$ cat src/rtl/mips_mux_pkg.sv
// mips_mux_pkg: constants and helpers shared by the datapath muxes.
// Mode encodings, channel-index width rule and stall counter width.
package mips_mux_pkg;

    localparam int MUX_MODE_SEL = 0;
    localparam int MUX_MODE_RR  = 1;
    localparam int STALL_CNT_W  = 16;

    function automatic int chan_w(input int n);
        return (n <= 1) ? 1 : $clog2(n);
    endfunction

endpackage

$ cat src/rtl/pipe_mux_arb_rr_arbiter.sv
// rr_arbiter: combinational round-robin priority search.
// Lowest requester at or above ptr wins, else lowest overall.
module rr_arbiter
    import mips_mux_pkg::*;
#(
    parameter  int N      = 4,
    localparam int CHAN_W = chan_w(N)
) (
    input  logic [N-1:0]      req,
    input  logic [CHAN_W-1:0] ptr,
    output logic [CHAN_W-1:0] grant,
    output logic              grant_valid
);

    logic [N-1:0] mask;
    logic [N-1:0] hi_req;

    assign mask        = {N{1'b1}} << ptr;
    assign hi_req      = req & mask;
    assign grant_valid = |req;

    // Wrapped search: requesters at/after ptr override the plain lowest one.
    always_comb begin
        grant = '0;
        for (int j = N - 1; j >= 0; j--) begin
            if (req[j]) grant = CHAN_W'(j);
        end
        for (int j = N - 1; j >= 0; j--) begin
            if (hi_req[j]) grant = CHAN_W'(j);
        end
    end

endmodule

$ cat src/rtl/pipe_mux_arb.sv
// pipe_mux_arb: registered N-way mux/arbiter with valid/ready on all sides.
// Optional stall counter port enabled by `define PIPE_MUX_STALL_CNT_EN.
module pipe_mux_arb
    import mips_mux_pkg::*;
#(
    parameter  int WIDTH  = 32,
    parameter  int N      = 4,
    parameter  int MODE   = MUX_MODE_SEL,
    localparam int CHAN_W = chan_w(N)
) (
    input  logic                   clk,
    input  logic                   rst_n,
    input  logic [N*WIDTH-1:0]     in_data,
    input  logic [N-1:0]           in_valid,
    output logic [N-1:0]           in_ready,
    input  logic [CHAN_W-1:0]      sel,
    output logic [WIDTH-1:0]       out_data,
    output logic [CHAN_W-1:0]      out_chan,
    output logic                   out_valid,
`ifdef PIPE_MUX_STALL_CNT_EN
    output logic [STALL_CNT_W-1:0] stall_cnt,
`endif
    input  logic                   out_ready
);

    logic [CHAN_W-1:0] grant;
    logic              grant_valid;
    logic              accept;
    logic              xfer;
    logic              valid_g;
    logic [WIDTH-1:0]  data_g;

    logic [WIDTH-1:0]  data_q, data_d;
    logic [CHAN_W-1:0] chan_q, chan_d;
    logic              valid_q, valid_d;

    assign accept = !valid_q || out_ready;
    assign xfer   = valid_g && accept;

    generate
        if (MODE == MUX_MODE_RR) begin : g_rr
            logic [CHAN_W-1:0] ptr_q, ptr_d;
            logic              unused_sel;

            assign unused_sel = ^sel;

            rr_arbiter #(
                .N (N)
            ) u_arb (
                .req         (in_valid),
                .ptr         (ptr_q),
                .grant       (grant),
                .grant_valid (grant_valid)
            );

            // Winner drops to lowest priority after each transfer.
            always_comb begin
                ptr_d = ptr_q;
                if (xfer) begin
                    if (grant == CHAN_W'(N - 1)) ptr_d = '0;
                    else                         ptr_d = grant + 1'b1;
                end
            end

            // Round-robin pointer register.
            always_ff @(posedge clk or negedge rst_n) begin
                if (!rst_n) ptr_q <= '0;
                else        ptr_q <= ptr_d;
            end
        end else begin : g_sel
            assign grant = sel;
            if (N == (1 << CHAN_W)) begin : g_full
                assign grant_valid = 1'b1;
            end else begin : g_part
                assign grant_valid = (sel < CHAN_W'(N));
            end
        end
    endgenerate

    // Steer the granted channel through and hand accept back to it alone.
    always_comb begin
        valid_g  = 1'b0;
        data_g   = '0;
        in_ready = '0;
        for (int i = 0; i < N; i++) begin
            if (grant_valid && grant == CHAN_W'(i)) begin
                valid_g     = in_valid[i];
                data_g      = in_data[i*WIDTH +: WIDTH];
                in_ready[i] = accept;
            end
        end
    end

    // Load on transfer; a drained word with nothing behind it empties.
    always_comb begin
        data_d  = data_q;
        chan_d  = chan_q;
        valid_d = valid_q;
        if (xfer) begin
            data_d  = data_g;
            chan_d  = grant;
            valid_d = 1'b1;
        end else if (out_ready) begin
            valid_d = 1'b0;
        end
    end

    // Output stage; reset drops any held word.
    always_ff @(posedge clk or negedge rst_n) begin
        if (!rst_n) begin
            data_q  <= '0;
            chan_q  <= '0;
            valid_q <= 1'b0;
        end else begin
            data_q  <= data_d;
            chan_q  <= chan_d;
            valid_q <= valid_d;
        end
    end

    assign out_data  = data_q;
    assign out_chan  = chan_q;
    assign out_valid = valid_q;

`ifdef PIPE_MUX_STALL_CNT_EN
    logic [STALL_CNT_W-1:0] stall_q, stall_d;

    // Count back-pressured cycles, saturating at all-ones.
    always_comb begin
        stall_d = stall_q;
        if (valid_q && !out_ready && stall_q != '1) begin
            stall_d = stall_q + 1'b1;
        end
    end

    // Stall counter register, cleared only by reset.
    always_ff @(posedge clk or negedge rst_n) begin
        if (!rst_n) stall_q <= '0;
        else        stall_q <= stall_d;
    end

    assign stall_cnt = stall_q;
`endif

endmodule

$ cat config.mk
export PLATFORM = sky130hd
export DESIGN_NAME = pipe_mux_arb
export DESIGN_NICKNAME = d
export VERILOG_FILES = /design/src/rtl/mips_mux_pkg.sv /design/src/rtl/pipe_mux_arb_rr_arbiter.sv /design/src/rtl/pipe_mux_arb.sv
export SDC_FILE = /design/constraint.sdc
export NUM_CORES = 1
export LEC_CHECK = 0
export BUFFER_PORTS_ARGS = -buffer_cell sky130_fd_sc_hd__buf_4
export CORE_MARGIN = 5
export CORE_UTILIZATION = 41
export CTS_CLUSTER_DIAMETER = 60
export DETAILED_ROUTE_END_ITERATION = 10
export PLACE_DENSITY = 0.91
export SYNTH_ARGS = -nofsm -noshare
export SYNTH_HDL_FRONTEND = slang
export SYNTH_SLANG_ARGS = --single-unit
$ cat constraint.sdc
create_clock -name clk -period 2 [get_ports clk]
set_clock_uncertainty 0.15 [all_clocks]
set_input_delay 0.6 -clock clk [delete_from_list [all_inputs] [get_ports clk]]
set_output_delay 0.6 -clock clk [all_outputs]
set_load 0.01 [all_outputs]
==> out/metrics.cfg <==
[route]
drt-vias-per-instance = 5.30
route.vias.total = 2024
drtAntennaViolNets = 0
per_cell_routed_wire_length_um = 20.2
drtPass1Iterations = 4
postRouteWirelength_um = 7710
drt_iter0_drc = 45
drt_drc = 0

[clock_network]
cts_hold_repair.buffers = 0
cts_inserted_buffers = 5
clock_tree_from_tritoncts = built
htree_levels = 2
clk_latency_ps = 280
longest_clk_path_bufs = 2
tritoncts_num_sinks = 35
path_clk_slew_ps = 70
cts_root_buf = clkbuf_8

[sta]
maxClockFrequency_ghz = 0.504
slew_headroom_pct = 69.8
min_period_ps = 1980
worstMarginPinSlew_ps = 454
slew_viol_final = 0
timing.final.setup_violations = 0
rsz0062_at_grt = yes
final_hold_vio_count = 0
min_period_over_period_pct = 99.2

[flow_run]
max_cap_viol_count = 0

[yosys]
synth-adder-area-share_pct = 0
ys_warn_count = 0
post_synth_xor_area_fraction_pct = 0
syn-cell-area_um2 = 2390
synth.net_count = 265
post_synth_num_cell_types = 25
synth_simple_gate_area_share_pct = 2.52
synth_compound_area_share_pct = 0.996
synth_cells = 128
synth_top_family_by_area = multiplexers
synth_sequential_area_ratio_pct = 36.7
ys_seq_elements = 35
synthesis.area_per_instance_um2 = 18.7
synth.area.mux_share_pct = 53.2

[die]
top_level_ports = 176
core_area_um2 = 5570
fp.dieH_um = 86.3
dieWidth_um = 86.3
std_cell_rows = 27
start_util_pct = 42.8
dieArea_um2 = 7450

[grt]
grt_usage_pct = 21.2
grt_max_degree = 36
grt_pass1_vias = 2406
grt_remaining_overflow = 0
grt_pass1_wl_um = 12200
grt_antenna_before_repair = 0

[critical_path]
cpPeakStageDelay_ps = 400
r2r_setup_slack_ps = 280
cp_slowest_cell = dfrtp_1
cp_cell_sequence = nor2b_4, buf_6, nor3b_2, buf_4
critical_path.startpoint_type = register
worstPathBufferInverterCount = 2
worstSetupPathType = register to output pin
timing.critical_path.arrival_ps = 1230
cp-end-kind = output pin
path_delay_family = flip-flops
data_required_time_of_the_worst_path_ps = 1250
critical_path.max_fanout = 3

[placement]
dp.final_hpwl_um = 6360
placed_instances = 372
gp_congestion = 0.779
numPortBuffers = 175

[power_and_ir_drop]
clockPowerShare_pct = 18.1
finalPower_mw = 2.69
power.density_nw_per_um2 = 696
power.net_switching_uw = 765
vdd_drop_max_mv = 0.321
power_leakage_nw = 1.95
pwr-share-comb_pct = 44.1
netSwitchingFraction_pct = 28.5
internal-power_mw = 1.92
seq_power_share_pct = 37.8

[final_layout]
design.final.nets = 446
synthToLayoutAreaGrowth_pct = 61.7
finish.utilization_pct = 69.2
layoutNonFillerInstCount = 382
insertedDiodeCount = 0
layout-drive-gt1-share_pct = 80.6

[outcome]
result_of_the_run = finished clean

[worst_hold_path]
worst_hold_check_path_type = input pin to asynchronous set/reset pin

[Yosys cell counts, drive strengths merged]
cell           n  area share, %
dfrtp         35             37
mux2          33             20
mux4          32             32
buf            9            5.2
dlymetal6s2s   2            1.0
mux2i          2           0.84
nand2          2           0.31
nor3           2           0.63
a21o           1           0.31
and3           1           0.26
clkbuf         1           0.16
inv            1           0.16
nand2b         1           0.26
nor2           1           0.16
nor2b          1           0.26
nor3b          1           0.31
o21ba          1           0.42
o22ai          1           0.26
or2b           1           0.31
[per-stage QoR]
step           hold WS [ps]  worst slack [ps]  area, um^2  TNS [ps]
5_1_grt                 159             -30.7        3860     -37.8
2_1_floorplan           154             -12.0        2390     -21.1
4_1_cts                 126             -22.6        3820     -22.6
6_report                116              16.7        3860         0
3_3_place_gp            342              -116        3730     -3230
3_5_place_dp            343              -152        3730     -4410
[cell usage in the layout (no fill, tap or decap), drive strengths merged]
| cell type | n |
|---|---|
| buf | 186 |
| dfrtp | 35 |
| mux2 | 33 |
| mux4 | 32 |
| clkbuf | 7 |
| nand2 | 2 |
| nor3 | 2 |
| mux2i | 2 |
| nand2b | 1 |
| and3 | 1 |
| nor2 | 1 |
| nor2b | 1 |
| nor3b | 1 |
| o21ba | 1 |
| inv | 1 |
| o22ai | 1 |
| or2b | 1 |
| a21o | 1 |
| clkinv | 1 |
[power by group through the flow]
| stage | clock network (mW) | logic [mW] | registers, mW |
|---|---|---|---|
| after floorplan | 0 | 0.509 | 1.09 |
| after global placement | 0 | 1.14 | 1.01 |
| after detailed placement | 0 | 1.18 | 1.02 |
| after CTS | 0.503 | 1.18 | 1.01 |
| after global routing | 0.526 | 1.26 | 1.04 |
| final | 0.487 | 1.18 | 1.01 |
[flip-flops by register name, indices dropped and copies added (netlist names)]
register and cells:
out_data 32, out_chan 2, out_valid 1
[worst paths after layout]
path                            depth (start not counted)                      from                        to
worst min-delay path                                    1                     rst_n  out_data[24]$_DFFE_PN0P_
worst max-delay path                                    4     out_valid$_DFFE_PN0P_               in_ready[1]
max in group asynchronous                               1                     rst_n  out_data[18]$_DFFE_PN0P_
worst max register to register                          5     out_valid$_DFFE_PN0P_  out_data[13]$_DFFE_PN0P_
min in group clk                                        1  out_data[16]$_DFFE_PN0P_  out_data[16]$_DFFE_PN0P_
worst min register to register                          1  out_data[16]$_DFFE_PN0P_  out_data[16]$_DFFE_PN0P_
[routing by layer]
layer / up-vias / routed length, um / track usage, %
li1: 892 / - / -
met1: 1017 / 2790 / 23.6
met2: 104 / 4170 / 39.9
met3: 11 / 626 / 4.94
met4: 0 / 129 / 6.23
met5: - / 0 / 0
[cell families (layout without fill, tap and decap cells)]
logic type,Yosys count,in the layout
flip-flops,35,35
AO/OA/AOI/OAI,3,3
buffers and inverters,13,195
multiplexers,67,67
AND/OR/NAND/NOR,10,10
[final cells by class]
cell class,instances,area [um^2]
clock buffers,7,76.3
fillers,415,1710
repair buffers,186,1440
inverters,1,3.75
multi-input cells,80,1370
clock inverters,1,5.00
flip-flops and latches,35,876
well taps,72,90.1
[repair_timing]
item / in CTS / in global routing
pin swaps: 0 / 1
setup buffers: 0 / 2
endpoints found under the setup margin: 3 / 3
cloned: 0 / 0
gates resized for setup: 2 / 5
[worst register-to-register path, delay by kind of cell (launching register included)]
family / cells / cell delay, ps
AO/OA/AOI/OAI: 1 / 270
AND/OR/NAND/NOR: 2 / 240
flip-flops: 1 / 380
multiplexers: 1 / 370
buffers and inverters: 1 / 210
(Power assumes the default switching activity.)
